$ cat src/rtl/mips_ctrl_pkg.sv
`default_nettype none
// mips_ctrl_pkg: shared encodings and control-word layout for the multicycle MIPS controller.
// Rev 1.0
package mips_ctrl_pkg;

   localparam logic [5:0] OP_R    = 6'd0,
                          OP_J    = 6'd2,
                          OP_JAL  = 6'd3,
                          OP_BNE  = 6'd5,
                          OP_XORI = 6'd14,
                          OP_LW   = 6'd35,
                          OP_SW   = 6'd43;

   localparam logic [5:0] FN_JR  = 6'd8,
                          FN_ADD = 6'd32,
                          FN_SUB = 6'd34,
                          FN_SLT = 6'd42;

   localparam logic [3:0] ALU_ADD = 4'd2,
                          ALU_SUB = 4'd6,
                          ALU_SLT = 4'd7,
                          ALU_XOR = 4'd10;

   localparam logic [3:0] S_IDLE   = 4'd0,
                          S_FETCH  = 4'd1,
                          S_DECODE = 4'd2,
                          S_MEMADR = 4'd3,
                          S_MEMRD  = 4'd4,
                          S_MEMWB  = 4'd5,
                          S_MEMWR  = 4'd6,
                          S_EXEC_R = 4'd7,
                          S_RWB    = 4'd8,
                          S_EXEC_I = 4'd9,
                          S_IWB    = 4'd10,
                          S_BRANCH = 4'd11,
                          S_JUMP   = 4'd12,
                          S_TRAP   = 4'd13;

   localparam logic [1:0] PC_SRC_PC4 = 2'd0,
                          PC_SRC_BR  = 2'd1,
                          PC_SRC_JMP = 2'd2,
                          PC_SRC_RS  = 2'd3;

   localparam logic       SRCA_PC = 1'b0,
                          SRCA_RS = 1'b1;

   localparam logic [1:0] SRCB_RT   = 2'd0,
                          SRCB_FOUR = 2'd1,
                          SRCB_IMM  = 2'd2,
                          SRCB_BOFF = 2'd3;

   localparam logic [1:0] DST_RT = 2'd0,
                          DST_RD = 2'd1,
                          DST_RA = 2'd2;

   localparam logic [1:0] WB_ALU = 2'd0,
                          WB_MDR = 2'd1,
                          WB_PC  = 2'd2;

   typedef struct packed {
      logic       mem_req;
      logic       mem_we;
      logic       iord;
      logic       ir_we;
      logic       pc_en;
      logic [1:0] pc_src;
      logic       alu_src_a;
      logic [1:0] alu_src_b;
      logic [3:0] alu_cntrl;
      logic       reg_wr;
      logic [1:0] reg_dst;
      logic [1:0] mem_to_reg;
      logic       retire;
   } ctrl_word_t;

   // Dispatch target out of DECODE; anything not recognised lands in TRAP.
   function automatic logic [3:0] decode_target(input logic [5:0] opcode,
                                                input logic [5:0] funct);
      logic [3:0] tgt;
      tgt = S_TRAP;
      case (opcode)
         OP_LW, OP_SW: tgt = S_MEMADR;
         OP_BNE:       tgt = S_BRANCH;
         OP_XORI:      tgt = S_EXEC_I;
         OP_J, OP_JAL: tgt = S_JUMP;
         OP_R: begin
            case (funct)
               FN_ADD, FN_SUB, FN_SLT: tgt = S_EXEC_R;
               FN_JR:                  tgt = S_JUMP;
               default:                tgt = S_TRAP;
            endcase
         end
         default:      tgt = S_TRAP;
      endcase
      return tgt;
   endfunction

endpackage
`default_nettype wire

$ cat src/rtl/ctrl_word_rom.sv
`default_nettype none
// ctrl_word_rom: combinational control word for the current state and instruction fields.
// Rev 1.0
module ctrl_word_rom
   import mips_ctrl_pkg::*;
(
   input  logic [3:0]  state,
   input  logic [5:0]  opcode,
   input  logic [5:0]  funct,
   input  logic        zero,
   input  logic        mem_ready,
   output ctrl_word_t  ctrl
);

   always_comb begin
      ctrl = '0;
      case (state)
         S_FETCH: begin
            ctrl.mem_req   = 1'b1;
            ctrl.iord      = 1'b0;
            ctrl.alu_src_a = SRCA_PC;
            ctrl.alu_src_b = SRCB_FOUR;
            ctrl.alu_cntrl = ALU_ADD;
            ctrl.pc_src    = PC_SRC_PC4;
            ctrl.ir_we     = mem_ready;
            ctrl.pc_en     = mem_ready;
         end
         S_DECODE: begin
            ctrl.alu_src_a = SRCA_PC;
            ctrl.alu_src_b = SRCB_BOFF;
            ctrl.alu_cntrl = ALU_ADD;
         end
         S_MEMADR: begin
            ctrl.alu_src_a = SRCA_RS;
            ctrl.alu_src_b = SRCB_IMM;
            ctrl.alu_cntrl = ALU_ADD;
         end
         S_MEMRD: begin
            ctrl.mem_req = 1'b1;
            ctrl.iord    = 1'b1;
         end
         S_MEMWB: begin
            ctrl.reg_wr     = 1'b1;
            ctrl.reg_dst    = DST_RT;
            ctrl.mem_to_reg = WB_MDR;
            ctrl.retire     = 1'b1;
         end
         S_MEMWR: begin
            ctrl.mem_req = 1'b1;
            ctrl.mem_we  = 1'b1;
            ctrl.iord    = 1'b1;
            ctrl.retire  = mem_ready;
         end
         S_EXEC_R: begin
            ctrl.alu_src_a = SRCA_RS;
            ctrl.alu_src_b = SRCB_RT;
            case (funct)
               FN_SUB:  ctrl.alu_cntrl = ALU_SUB;
               FN_SLT:  ctrl.alu_cntrl = ALU_SLT;
               default: ctrl.alu_cntrl = ALU_ADD;
            endcase
         end
         S_RWB: begin
            ctrl.reg_wr     = 1'b1;
            ctrl.reg_dst    = DST_RD;
            ctrl.mem_to_reg = WB_ALU;
            ctrl.retire     = 1'b1;
         end
         S_EXEC_I: begin
            ctrl.alu_src_a = SRCA_RS;
            ctrl.alu_src_b = SRCB_IMM;
            ctrl.alu_cntrl = ALU_XOR;
         end
         S_IWB: begin
            ctrl.reg_wr     = 1'b1;
            ctrl.reg_dst    = DST_RT;
            ctrl.mem_to_reg = WB_ALU;
            ctrl.retire     = 1'b1;
         end
         S_BRANCH: begin
            ctrl.alu_src_a = SRCA_RS;
            ctrl.alu_src_b = SRCB_RT;
            ctrl.alu_cntrl = ALU_SUB;
            ctrl.pc_src    = PC_SRC_BR;
            ctrl.pc_en     = ~zero;
            ctrl.retire    = 1'b1;
         end
         S_JUMP: begin
            ctrl.pc_en  = 1'b1;
            ctrl.retire = 1'b1;
            // JR is the only R-type that reaches JUMP.
            ctrl.pc_src = (opcode == OP_R) ? PC_SRC_RS : PC_SRC_JMP;
            if (opcode == OP_JAL) begin
               ctrl.reg_wr     = 1'b1;
               ctrl.reg_dst    = DST_RA;
               ctrl.mem_to_reg = WB_PC;
            end
         end
         default: ctrl = '0;
      endcase
   end

endmodule
`default_nettype wire

$ cat src/rtl/multicycle_controller.sv
`default_nettype none
// multicycle_controller: FSM, retire counter and trap flag sequencing the multicycle MIPS datapath.
// Rev 1.0
module multicycle_controller
   import mips_ctrl_pkg::*;
#(
   parameter int CNT_W = 32
)
(
   input  logic             clk,
   input  logic             rst_n,
   input  logic             run,
   input  logic [5:0]       opcode,
   input  logic [5:0]       funct,
   input  logic             zero,
   input  logic             mem_ready,
   output logic             mem_req,
   output logic             mem_we,
   output logic             iord,
   output logic             ir_we,
   output logic             pc_en,
   output logic [1:0]       pc_src,
   output logic             alu_src_a,
   output logic [1:0]       alu_src_b,
   output logic [3:0]       alu_cntrl,
   output logic             reg_wr,
   output logic [1:0]       reg_dst,
   output logic [1:0]       mem_to_reg,
   output logic             illegal,
   output logic [3:0]       state,
   output logic [CNT_W-1:0] retired
);

   ctrl_word_t ctrl;
   logic [3:0] next_state;
   logic [3:0] done_state;

   ctrl_word_rom u_rom (
      .state     (state),
      .opcode    (opcode),
      .funct     (funct),
      .zero      (zero),
      .mem_ready (mem_ready),
      .ctrl      (ctrl)
   );

   // An instruction always completes; run only decides where we go afterwards.
   assign done_state = run ? S_FETCH : S_IDLE;

   always_comb begin
      next_state = S_TRAP;
      case (state)
         S_IDLE:   next_state = run ? S_FETCH : S_IDLE;
         S_FETCH:  next_state = mem_ready ? S_DECODE : S_FETCH;
         S_DECODE: next_state = decode_target(opcode, funct);
         S_MEMADR: next_state = (opcode == OP_LW) ? S_MEMRD : S_MEMWR;
         S_MEMRD:  next_state = mem_ready ? S_MEMWB : S_MEMRD;
         S_MEMWB:  next_state = done_state;
         S_MEMWR:  next_state = mem_ready ? done_state : S_MEMWR;
         S_EXEC_R: next_state = S_RWB;
         S_RWB:    next_state = done_state;
         S_EXEC_I: next_state = S_IWB;
         S_IWB:    next_state = done_state;
         S_BRANCH: next_state = done_state;
         S_JUMP:   next_state = done_state;
         S_TRAP:   next_state = S_TRAP;
         default:  next_state = S_TRAP;
      endcase
   end

   always_ff @(posedge clk or negedge rst_n) begin
      if (!rst_n) begin
         state   <= S_IDLE;
         retired <= '0;
         illegal <= 1'b0;
      end else begin
         state <= next_state;
         if (ctrl.retire) begin
            retired <= retired + {{(CNT_W-1){1'b0}}, 1'b1};
         end
         if (next_state == S_TRAP) begin
            illegal <= 1'b1;
         end
      end
   end

   assign mem_req    = ctrl.mem_req;
   assign mem_we     = ctrl.mem_we;
   assign iord       = ctrl.iord;
   assign ir_we      = ctrl.ir_we;
   assign pc_en      = ctrl.pc_en;
   assign pc_src     = ctrl.pc_src;
   assign alu_src_a  = ctrl.alu_src_a;
   assign alu_src_b  = ctrl.alu_src_b;
   assign alu_cntrl  = ctrl.alu_cntrl;
   assign reg_wr     = ctrl.reg_wr;
   assign reg_dst    = ctrl.reg_dst;
   assign mem_to_reg = ctrl.mem_to_reg;

endmodule
`default_nettype wire
$ cat config.mk
export PLATFORM = sky130hd
export DESIGN_NAME = multicycle_controller
export DESIGN_NICKNAME = d
export VERILOG_FILES = /design/src/rtl/mips_ctrl_pkg.sv /design/src/rtl/ctrl_word_rom.sv /design/src/rtl/multicycle_controller.sv
export SDC_FILE = /design/constraint.sdc
export NUM_CORES = 1
export LEC_CHECK = 0
export ABC_AREA = 0
export BUFFER_PORTS_ARGS = -buffer_cell sky130_fd_sc_hd__buf_2
export CAP_MARGIN = 20
export CORE_AREA = 4 4 95 97
export CTS_BUF_LIST = sky130_fd_sc_hd__clkbuf_4
export DETAILED_ROUTE_END_ITERATION = 8
export DIE_AREA = 0 0 99 101
export PLACE_DENSITY = 0.46
export SKIP_LAST_GASP = 1
export SYNTH_ARGS = -nofsm -noshare
export SYNTH_HDL_FRONTEND = slang
export SYNTH_SLANG_ARGS = --single-unit
$ cat constraint.sdc
create_clock -name clk -period 2.86 [get_ports clk]
set_clock_uncertainty 0.05 [all_clocks]
set_input_delay 0.143 -clock clk [delete_from_list [all_inputs] [get_ports clk]]
set_output_delay 0.143 -clock clk [all_outputs]
set_load 0.05 [all_outputs]
### Yosys cells after proc, flatten, opt, wreduce, memory -nomap -nowiden

Index checks and enable logic that the tools add are counted.

* bits in registers: 37
* output and inout port bits: 56
* input port bits: 17
* logic and storage cells: 56

* reduce and logical (&&, ||, !) cells: 9
* add/sub/neg operators: 1
* equal/unequal tests: 23
* bitwise gates (word level): 1
* muxes and demuxes: 19

Operators with widths (count)
* $pmux 7 s6: 1
* $add 32x1->32 const B: 1
* $pmux 4 s8: 1
* $eq 6x6->1 const B: 5
* $eq 4x4->1 const B: 6
* $pmux 4 s5: 1
* $pmux 5 s4: 1
* $eq 4x3->1 const B: 4
* $eq 6x2->1 const B: 2
* $eq 6x4->1 const B: 2
* $pmux 3 s3: 1
* $eq 4x2->1 const B: 2
* $pmux 4 s2: 1
* $mux 1: 7
* $eq 6x3->1 const B: 1
* $logic_not 6->1: 1
* $pmux 3 s2: 1
* $reduce_or 2->1: 3
* $reduce_or 3->1: 2
* $reduce_or 6->1: 1
* $mux 5: 1
* $reduce_or 5->1: 1
* $eq 4x1->1 const B: 1
* $logic_not 4->1: 1
* 4 further kinds: 5

### Logic depth before layout (Yosys ltp)

Gate-level depths: netlist of the first run.

* depth in word-level cells: 6
* depth in mapped cells: 7

### Cells and area by module

From an unflattened synthesis of the first run, not the netlist that was laid out.

* cell total of the unflattened synthesis: 238
* area total of the unflattened synthesis: 2244.7 sq um

By module, submodules not included
* multicycle_controller: times used 1, sequential area each 925.9 sq um, area each 1884.3 sq um, cells each 181
* ctrl_word_rom: times used 1, sequential area each 0.0 sq um, area each 360.3 sq um, cells each 57

### Least setup slack after synthesis of the first run

OpenSTA, ideal clock, no wires.

* kind: register to output
* from: register state[1]
* to: output port pc_en
* slack: 0.000 ns
* arrival: 2.667 ns
* path buffers: 2
* cell stages (with the launch flop): 5
* path through: dfrtp_1 clkbuf_1 buf_1 nand2_1 o32ai_1

* word-level cells in the longest chain between the ends: 2
* elaborated cells between the ends (all ways): 4
* classes of those cells: eq/ne: 3; mux: 1

RTL lines
* start: declaration: RTL line multicycle_controller.sv:30 `output logic [3:0] state,`
* start signal: assignment: RTL line multicycle_controller.sv:77 `state <= next_state;`
* $eq 4x4->1 or $eq 4x1->1 (tied branches): RTL line ctrl_word_rom.sv:17 `case (state)`
* $pmux 3 s3 (*): RTL line ctrl_word_rom.sv:17
* end: declaration: RTL line multicycle_controller.sv:21 `output logic pc_en,`

Every way passes the cells marked *; elsewhere a longest branch is shown, timed or not.

### Worst setup path after layout of the first run

* from: register state[3]
* to: register retired[31]

* word-level cells in the longest chain between the ends: 3
* elaborated cells between the ends (all ways): 8
* classes of those cells: eq/ne: 6; mux: 1; reduce/logical: 1

RTL lines
* $eq 4x3->1 or $eq 4x4->1 (tied branches): RTL line ctrl_word_rom.sv:17
* $reduce_or 5->1 (no source line)
* $pmux 1 s2 (*): RTL line ctrl_word_rom.sv:17
* end signal: assignment: RTL line multicycle_controller.sv:79 `retired <= retired + {{(CNT_W-1){1'b0}}, 1'b1};`
* end: declaration: RTL line multicycle_controller.sv:31 `output logic [CNT_W-1:0] retired`

Marks and branches as above.
A chain may end at the register's enable or synchronous reset.

==> results.json, run 1 <==
{
  "postSynth.topFlopCell": "sky130_fd_sc_hd__dfrtp_1",
  "cts.htree.levels": 2,
  "postSynthNetCount": 274,
  "global_route_wire_length_before_repair_um": 10400,
  "average_cell_area_after_synthesis_sq_um": 9.34,
  "power_density_nw_per_um2": 862,
  "globalRoute.totalOverflow": 0,
  "initial_core_util_pct": 29.4,
  "vias_per_cell": 4.86,
  "detailedRoute.firstIterationViolations": 65,
  "critical_path.startpoint_type": "register",
  "die_x_um": 99,
  "finalHoldViolations": 0,
  "power.ir.vdd_worst_uv": 286,
  "synth_enable_flop_cells": 0,
  "layout.nets": 337,
  "ys.warnings.count": 0,
  "path_clk_slew_ns": 0.11,
  "total_vias_in_the_final_route": 2060,
  "io-pin-count": 73,
  "grt_pass1_vias": 2071,
  "fillCellCount": 852,
  "postLayoutCellArea_sq_um": 2850,
  "layout_worst_path_cycle_share_pct": 81.7,
  "buffer_ports.inserted": 72,
  "post_dp_cell_area_sq_um": 2790,
  "unrepaired_setup_endpoints_after_global_routing": "false",
  "cts_buffers": 5,
  "grtUsageTotal_pct": 12.7,
  "synth-seq-area-share_pct": 38.7,
  "totalWireLength_um": 6180,
  "syn_to_final_growth_pct": 19.2,
  "maxSlewViolCount": 0,
  "post_synth_inst_count": 256,
  "ys_ff_latch": 37,
  "setup_tns_ns": 0,
  "post-cts-setup-buffers": 0,
  "dp_hpwl_um": 4620,
  "achievable-frequency_ghz": 0.428,
  "floorplan.die.height_um": 101,
  "worst-r2r-setup-slack_ns": 0.52,
  "worstSkewPairLatency_ns": 0.34,
  "min_period_ns": 2.34,
  "antenna-diode-count": 0,
  "clock_tree_from_tritoncts": "built",
  "wl_per_cell_um": 14.6,
  "initial_antenna_violation_count": 0,
  "antenna_left": 0,
  "setup_viol": 0,
  "report.power.total_mw": 2.46,
  "final_layout_size_suffix_gt1_share_pct": 30.4,
  "critical_path_arrival_ns": 2.52,
  "max_slew_margin_pct": 43.9,
  "largest_net_degree_at_the_start_of_global_routing": 38,
  "placement.setup.worst_slack_ns": 0.531,
  "critical_path_required_ns": 3.04,
  "max_cap_viol_count": 0,
  "async_flop_share_pct": 100,
  "final_critical_path_setup_slack_ns": 0.524,
  "drt_pre_antenna_iters": 4,
  "clk_root_buffer_cell": "sky130_fd_sc_hd__clkbuf_4",
  "mappedNetlistArea_sq_um": 2390,
  "post-route-util_pct": 35.0,
  "gpl.final_weighted_congestion": 0.805,
  "die_area_sq_um": 10000,
  "crit_path_end_kind": "register",
  "synth_cell_types": 53,
  "cts_num_sinks": 37,
  "drc_errors": 0,
  "status": "finished clean",
  "ctsLongestPathBuffers": 2,
  "num_rows": 33,
  "max_slew.worst_pin.slew_ns": 0.841,
  "cellLeakagePower_nw": 1.31,
  "criticalPathCategory": "reg -> reg",
  "fp.coreArea_sq_um": 8130,
  "worst_path_maximum_fanout": 19,
  "hp-class": "in -> reg"
}
-- per-stage QoR --
| stage | instances | hold slack [ns] |
|---|---|---|
| after floorplan | 256 | -0.203 |
| after global placement | 416 | 0.257 |
| after detailed placement | 416 | 0.252 |
| after CTS | 424 | 0.0603 |
| after global routing | 424 | 0.0693 |
| final | 424 | 0.0797 |
-- registers in the layout, indices dropped and copies added, names as in the netlist --
register	count
illegal	1
retired	32
state	4
-- power by group --
part           leakage [nW]  internal [mW]  switching, mW
combinational         0.789          0.396           1.05
clock                0.0292         0.0989          0.169
sequential            0.487          0.599          0.142
-- logic make-up after synthesis --
logic type | count (synthesis) | synth area share, %
xor+xnor | 31 | 11.4
fa+ha+maj | 1 | 0.523
buf+inv | 30 | 6.65
simple gates | 113 | 27.1
compound gates | 42 | 14.8
mux | 2 | 0.890
flops | 37 | 38.7
-- layout make-up --
cell class,count,area [sq um],area share (%)
Clock buffer,6,45.0,1.58
Clock inverter,1,3.75,0.132
Inverter,8,30.0,1.05
Multi-Input combinational cell,189,1310,45.8
Sequential cell,37,926,32.5
Tap cell,105,131,4.61
Timing Repair Buffer,78,408,14.3
-- critical path, stage by stage (launching register included) --
cell and delay, ns:
sky130_fd_sc_hd__dfrtp_1 0.69, sky130_fd_sc_hd__nand2b_1 0.17, sky130_fd_sc_hd__a21o_1 0.33, sky130_fd_sc_hd__a2111oi_4 0.62
sky130_fd_sc_hd__nand4_1 0.20, sky130_fd_sc_hd__xnor2_1 0.17
-- placed cells by master (no fill, tap or decap), drive strengths merged, types with 2 or more instances in the layout --
master	netlist	layout
buf	17	77
dfrtp	37	37
xnor2	25	25
nand2	17	17
nor2	17	17
nand3	14	14
nand4	13	13
nand2b	10	10
a21oi	10	10
inv	8	8
nor3	7	7
nor2b	7	7
o21ai	7	7
and4	7	7
and3	7	7
xor2	6	6
clkbuf	5	6
or2	3	3
o22ai	3	3
a2111oi	3	3
and2	3	3
a31oi	2	2
o21a	2	2
o21bai	2	2
a32oi	2	2
or3	2	2
-- cells in the mapped netlist, drive strengths merged, types with 2 or more instances --
cell type | count | area [sq um]
nand2 | 17 | 63.8
and3 | 7 | 46.3
and4 | 7 | 62.6
or3 | 2 | 17.5
o21a | 2 | 15.0
nor2 | 17 | 63.8
a32oi | 2 | 17.5
nand4 | 13 | 81.3
o21bai | 2 | 15.0
or2 | 3 | 18.8
a31oi | 2 | 12.5
dfrtp | 37 | 926
clkbuf | 5 | 18.8
buf | 17 | 110
a2111oi | 3 | 82.6
nand2b | 10 | 62.6
xnor2 | 25 | 219
and2 | 3 | 18.8
xor2 | 6 | 52.6
inv | 8 | 30.0
a21oi | 10 | 50.1
o22ai | 3 | 18.8
nor3 | 7 | 35.0
o21ai | 7 | 46.3
nand3 | 14 | 82.6
nor2b | 7 | 43.8
-- timing repair --
| action | in CTS | in global routing |
|---|---|---|
| resized for setup | 0 | 0 |
| hold buffers | 1 | 0 |
| endpoints found under the hold margin | 37 | 0 |
-- path summary, 6_finish.rpt --
path | startpoint | endpoint | depth (start not counted)
min in group asynchronous | rst_n | retired[7] | 2
hold / removal | opcode[4] | state[2] | 2
hold reg to reg | illegal | illegal | 1
setup reg to reg | state[3] | retired[31] | 5
setup / recovery | state[3] | retired[31] | 5
max in group asynchronous | rst_n | state[0] | 2
-- routing by layer --
| layer | vias up | part of all wire (%) | GRT usage, % |
|---|---|---|---|
| met1 | 963 | 48 | 17.9 |
| met2 | 58 | 45 | 19.5 |
| met5 | - | 0 | 0 |
| li1 | 1033 | - | - |
| met3 | 6 | 6.1 | 3.25 |
| met4 | 0 | 1.1 | 3.15 |
No activity file was read; power rests on OpenSTA's default activity.
==> run 2: changes to the inputs <==
clock period = 2.3 ns   (was 2.86 ns; I/O delays follow)
==> run 2 against run 1 <==
- count of clock-buffer cells in the layout unchanged
- largest power group unchanged
- non-clock buffer count up 4
- die area unchanged
- via count up 1.2%
- core utilization up 0.55 points
- clock power up 21%
- sequential power up 19%
- critical path type is now reg -> out
==> results.json, run 2 (synthesized netlist as in run 1, its figures left out) <==
{
  "cts.htree.levels": 2,
  "p_sw_share_pct": 54.9,
  "max_flop_register": "retired",
  "grtUsageMet3_pct": 2.35,
  "totalWireLength_um": 6200,
  "final_cell_mix": "72 x sky130_fd_sc_hd__buf_2, 37 x sky130_fd_sc_hd__dfrtp_1, 25 x sky130_fd_sc_hd__xnor2_1, 17 x sky130_fd_sc_hd__nand2_1, 16 x sky130_fd_sc_hd__nor2_1",
  "post-cts-setup-buffers": 0,
  "worstSkewPairLatency_ns": 0.33,
  "cts-hold-fix-buffers": 1,
  "gpl.final_weighted_congestion": 0.795,
  "vias_per_cell": 4.87,
  "reg.largest.list": "retired: 32 flops, state: 4 flops, illegal: 1 flops",
  "fp.coreArea_sq_um": 8130,
  "num_rows": 33,
  "dpl.cell_count": 420,
  "whs_ns": 0.0275,
  "cellLeakagePower_nw": 1.33,
  "globalRouteMet1Util_pct": 17.7,
  "status": "finished clean",
  "finish.cell_count_without_fillers": 428,
  "power_density_nw_per_um2": 1060,
  "max_cap_viol_count": 0,
  "ctsLongestPathBuffers": 2,
  "initial_core_util_pct": 29.4,
  "die_area_sq_um": 10000,
  "max_slew.worst_pin.slew_ns": 0.827,
  "area_of_combinational_cells_with_multiple_inputs_sq_um": 1320,
  "grt_use_met2_pct": 20.1,
  "critical_path_arrival_ns": 1.92,
  "power.internal_mw": 1.39,
  "drt_pre_antenna_iters": 4,
  "dp_hpwl_um": 4660,
  "total_vias_in_the_final_route": 2085,
  "antenna_left": 0,
  "post-route-util_pct": 35.6,
  "grt_pass1_vias": 2089,
  "grt.busiest_layer": "met2",
  "unrepaired_setup_endpoints_after_global_routing": "false",
  "syn_to_final_growth_pct": 21.1,
  "path_clk_slew_ns": 0.10,
  "maxSlewViolCount": 0,
  "worst-r2r-cell-count": 5,
  "die_x_um": 99,
  "floorplan.die.height_um": 101,
  "hp-class": "in -> reg",
  "layout.cells.most_common": "sky130_fd_sc_hd__buf_2",
  "clk_root_buffer_cell": "sky130_fd_sc_hd__clkbuf_4",
  "global_route_wire_length_before_repair_um": 10400,
  "cts_num_sinks": 37,
  "critical_path_required_ns": 2.13,
  "layout.nets": 341,
  "comb_power_share_pct": 60.9,
  "clock_tree_from_tritoncts": "built",
  "cts_buffers": 5,
  "buffer_ports.inserted": 72,
  "io-pin-count": 73,
  "p_switching_mw": 1.69,
  "post_dp_cell_area_sq_um": 2840,
  "criticalPathCategory": "reg -> out",
  "drc_errors": 0,
  "largest_net_degree_at_the_start_of_global_routing": 38,
  "achievable-frequency_ghz": 0.480,
  "setup_viol": 0,
  "crit_path_end_kind": "primary output",
  "post_cts.resized_instances": 0,
  "largest_reg_flops": 32,
  "wl_per_cell_um": 14.5,
  "power.share.sequential_pct": 28.6,
  "critical_path.startpoint_type": "register",
  "register_area_sq_um": 926,
  "detailedRoute.firstIterationViolations": 85,
  "min_period_ns": 2.08,
  "final_layout_size_suffix_gt1_share_pct": 31.9,
  "max_slew_margin_pct": 44.9,
  "antenna-diode-count": 0,
  "initial_antenna_violation_count": 0,
  "postLayoutCellArea_sq_um": 2890,
  "worst_path_maximum_fanout": 16,
  "worst_hold_path_cell_count": 2,
  "globalRoute.totalOverflow": 0,
  "power.ir.vdd_worst_uv": 369,
  "clock_power_share_pct": 10.5,
  "grtUsageTotal_pct": 12.6,
  "layout_worst_path_cycle_share_pct": 90.6,
  "finalHoldViolations": 0,
  "fillCellCount": 883
}
run 2: changes by cell type in the layout (fill, tap and decap cells not counted):
| cell | previous run | this run |
|---|---|---|
| sky130_fd_sc_hd__nor2_1 | 17 | 16 |
| sky130_fd_sc_hd__nor2_4 | 0 | 1 |
| sky130_fd_sc_hd__o32ai_1 | 1 | 0 |
| sky130_fd_sc_hd__buf_4 | 5 | 9 |
| sky130_fd_sc_hd__o32ai_2 | 0 | 1 |
run 2: power by group through the flow:
stage          Clock (mW)  Sequential, mW  Combinational [mW]
3_3_place_gp            0           0.887                1.89
6_report            0.323           0.881                1.88
3_5_place_dp            0           0.893                1.89
5_1_grt             0.371           0.908                2.01
2_1_floorplan           0            1.19                1.19
4_1_cts             0.348           0.882                1.89
run 2: worst paths after layout:
check	start	to	slack, ns
setup / recovery	state[0]	pc_en	0.22
hold / removal	opcode[4]	state[2]	0.03
setup reg to reg	state[0]	retired[29]	0.25
hold reg to reg	retired[31]	retired[31]	0.42
max in group asynchronous	rst_n	illegal	1.32
min in group asynchronous	rst_n	retired[0]	0.36
run 2: metal layers:
layer	part of all wire, %	up-vias
met3	5.9	6
li1	-	1043
met2	46	59
met5	0	-
met4	0.92	0
met1	48	977
run 2: cell type report:
type / count / area share, %
clock buffer: 6 / 1.56
multi-input combinational: 189 / 45.6
sequential: 37 / 32.0
timing repair buffer: 82 / 15.1
tap: 105 / 4.54
inverter: 8 / 1.04
clock inverter: 1 / 0.130
run 2: worst max-delay path, stage by stage (launching register included):
cell,delay [ns]
sky130_fd_sc_hd__dfrtp_1,0.41
sky130_fd_sc_hd__buf_4,0.23
sky130_fd_sc_hd__nor2b_1,0.26
sky130_fd_sc_hd__buf_4,0.17
sky130_fd_sc_hd__a31oi_1,0.10
sky130_fd_sc_hd__o32ai_2,0.12
sky130_fd_sc_hd__buf_2,0.30
run 2: through the flow:
step	power [mW]	TNS [ns]	worst slack (ns)
finish	3.08	0	0.217
global route	3.29	0	0.0816
CTS	3.12	0	0.200
detailed placement	2.78	0	0.241
global placement	2.78	0	0.290
floorplan	2.38	-0.0652	-0.0652
==> run 3: changes to the inputs <==
ABC_CLOCK_PERIOD_IN_PS = 2300   (was unset)
CORE_AREA = 4 4 73 75   (was 4 4 95 97)
DIE_AREA = 0 0 77 79   (was 0 0 99 101)
PLACE_DENSITY = 0.75   (was 0.46)
==> run 3 against run 2 <==
- via count grew 1.2%
- final cell count shrank 11%
- die area shrank 39%
- flip-flop and latch count is the same
- fmax shrank 2.6%
- core utilization grew 25 points
- clock power shrank 4%
==> results.json, run 3 (synthesized netlist as in run 1, its figures left out) <==
{
  "whs_ns": 0.0553,
  "global_route_wire_length_before_repair_um": 9580,
  "io-pin-count": 73,
  "largest_net_degree_at_the_start_of_global_routing": 38,
  "achievable-frequency_ghz": 0.467,
  "min_period_ns": 2.14,
  "critical_path_arrival_ns": 1.97,
  "power.ir.vdd_worst_uv": 549,
  "max_stage_delay_ns": 0.51,
  "clock_tree_from_tritoncts": "built",
  "total_vias_in_the_final_route": 2111,
  "syn_to_final_growth_pct": 19.1,
  "cts_buffers": 5,
  "hp-class": "in -> reg",
  "floorplan.die.height_um": 79,
  "antenna_left": 0,
  "dp_hpwl_um": 4170,
  "drt_pre_antenna_iters": 4,
  "setup_viol": 0,
  "wl_per_cell_um": 14.5,
  "layout.nets": 342,
  "path_clk_slew_ns": 0.10,
  "gpl.final_weighted_congestion": 0.808,
  "antenna-diode-count": 0,
  "max_flop_register": "retired",
  "final_cell_mix": "72 x sky130_fd_sc_hd__buf_2, 37 x sky130_fd_sc_hd__dfrtp_1, 25 x sky130_fd_sc_hd__xnor2_1, 17 x sky130_fd_sc_hd__nand2_1, 16 x sky130_fd_sc_hd__nor2_1",
  "initial_core_util_pct": 51.3,
  "globalRoute.totalOverflow": 0,
  "layout.cells.most_common": "sky130_fd_sc_hd__buf_2",
  "finish.cell_count_without_fillers": 379,
  "power_density_nw_per_um2": 1070,
  "drc_errors": 0,
  "placement.setup.worst_slack_ns": 0.0970,
  "ctsLongestPathBuffers": 2,
  "vias_per_cell": 5.57,
  "max_slew.worst_pin.slew_ns": 0.778,
  "maxSlewViolCount": 0,
  "grt_pass1_vias": 2103,
  "critical_path_required_ns": 2.13,
  "cts_num_sinks": 37,
  "unrepaired_setup_endpoints_after_global_routing": "false",
  "initial_antenna_violation_count": 0,
  "dpl.cell_count": 368,
  "crit_chain": "buf_4 -> nor2b_1 -> buf_4 -> a31oi_1 -> o32ai_2 -> buf_2",
  "final_critical_path_setup_slack_ns": 0.160,
  "post_dp_cell_area_sq_um": 2760,
  "grtUsageTotal_pct": 19.0,
  "reg.largest.list": "retired: 32 flops, state: 4 flops, illegal: 1 flops",
  "totalWireLength_um": 5490,
  "final_layout_size_suffix_gt1_share_pct": 32.3,
  "num_rows": 25,
  "postLayoutCellArea_sq_um": 2850,
  "fp.coreArea_sq_um": 4660,
  "die_x_um": 77,
  "detailedRoute.firstIterationViolations": 86,
  "max_slew_margin_pct": 48.1,
  "critical_path.startpoint_type": "register",
  "layout_worst_path_cycle_share_pct": 93.0,
  "buffer_ports.inserted": 72,
  "critical-path-top-cell-by-count": "sky130_fd_sc_hd__buf_4",
  "clk_root_buffer_cell": "sky130_fd_sc_hd__clkbuf_4",
  "cts.htree.levels": 2,
  "max_cap_viol_count": 0,
  "worst_path_maximum_fanout": 14,
  "die_area_sq_um": 6080,
  "largest_reg_flops": 32,
  "crit_path_end_kind": "primary output",
  "crit_slowest_cell": "sky130_fd_sc_hd__dfrtp_1",
  "finalHoldViolations": 0,
  "status": "finished clean",
  "worstSkewPairLatency_ns": 0.33,
  "post-route-util_pct": 61.0,
  "criticalPathCategory": "reg -> out",
  "cellLeakagePower_nw": 1.34
}
## run 3: per-stage QoR
step	TNS (ns)	total power, mW
finish	0	3.03
global route	0	3.24
global placement	0	2.72
floorplan	-0.0652	2.38
detailed placement	0	2.74
CTS	0	3.06
## run 3: area by class of cell
| type | instances | area [sq um] |
|---|---|---|
| Inverter | 8 | 30.0 |
| Sequential cell | 37 | 926 |
| Tap cell | 54 | 67.6 |
| Timing Repair Buffer | 83 | 445 |
| Multi-Input combinational cell | 189 | 1330 |
| Clock inverter | 3 | 12.5 |
| Clock buffer | 5 | 37.5 |
| Fill cell | 403 | 1820 |
## run 3: routing by layer
layer	global-route usage, %	wire length (um)	up-vias	share of wire, %
li1	-	-	1047	-
met4	4.98	31	0	0.57
met2	33.5	2670	64	49
met5	0	0	-	0
met1	24.1	2470	996	45
met3	3.51	314	4	5.7
## run 3: final timing paths
path	start	endpoint	slack, ns	cells past startpoint
setup / recovery	state[0]	pc_en	0.16	6
hold / removal	opcode[4]	state[2]	0.06	2
setup reg to reg	state[3]	retired[16]	0.21	6
hold reg to reg	illegal	illegal	0.42	1
max in group asynchronous	rst_n	retired[0]	1.36	2
min in group asynchronous	rst_n	retired[18]	0.34	2
## run 3: timing repair
action	in CTS	in global routing
setup endpoints to repair	0	9
resized for setup	0	1
hold endpoints to repair	37	0
setup buffers	0	2
hold buffers	1	0
## run 3: critical path: cells and delay by family, from the launching register on
family / cells / cell delay [ns]
compound gates: 2 / 0.23
buf+inv: 3 / 0.71
flops: 1 / 0.51
simple gates: 1 / 0.19
## run 3: report_power, final
group	internal (mW)	switching [mW]	total, mW
Sequential	0.745	0.174	0.918
Clock	0.111	0.200	0.311
Combinational	0.508	1.30	1.80
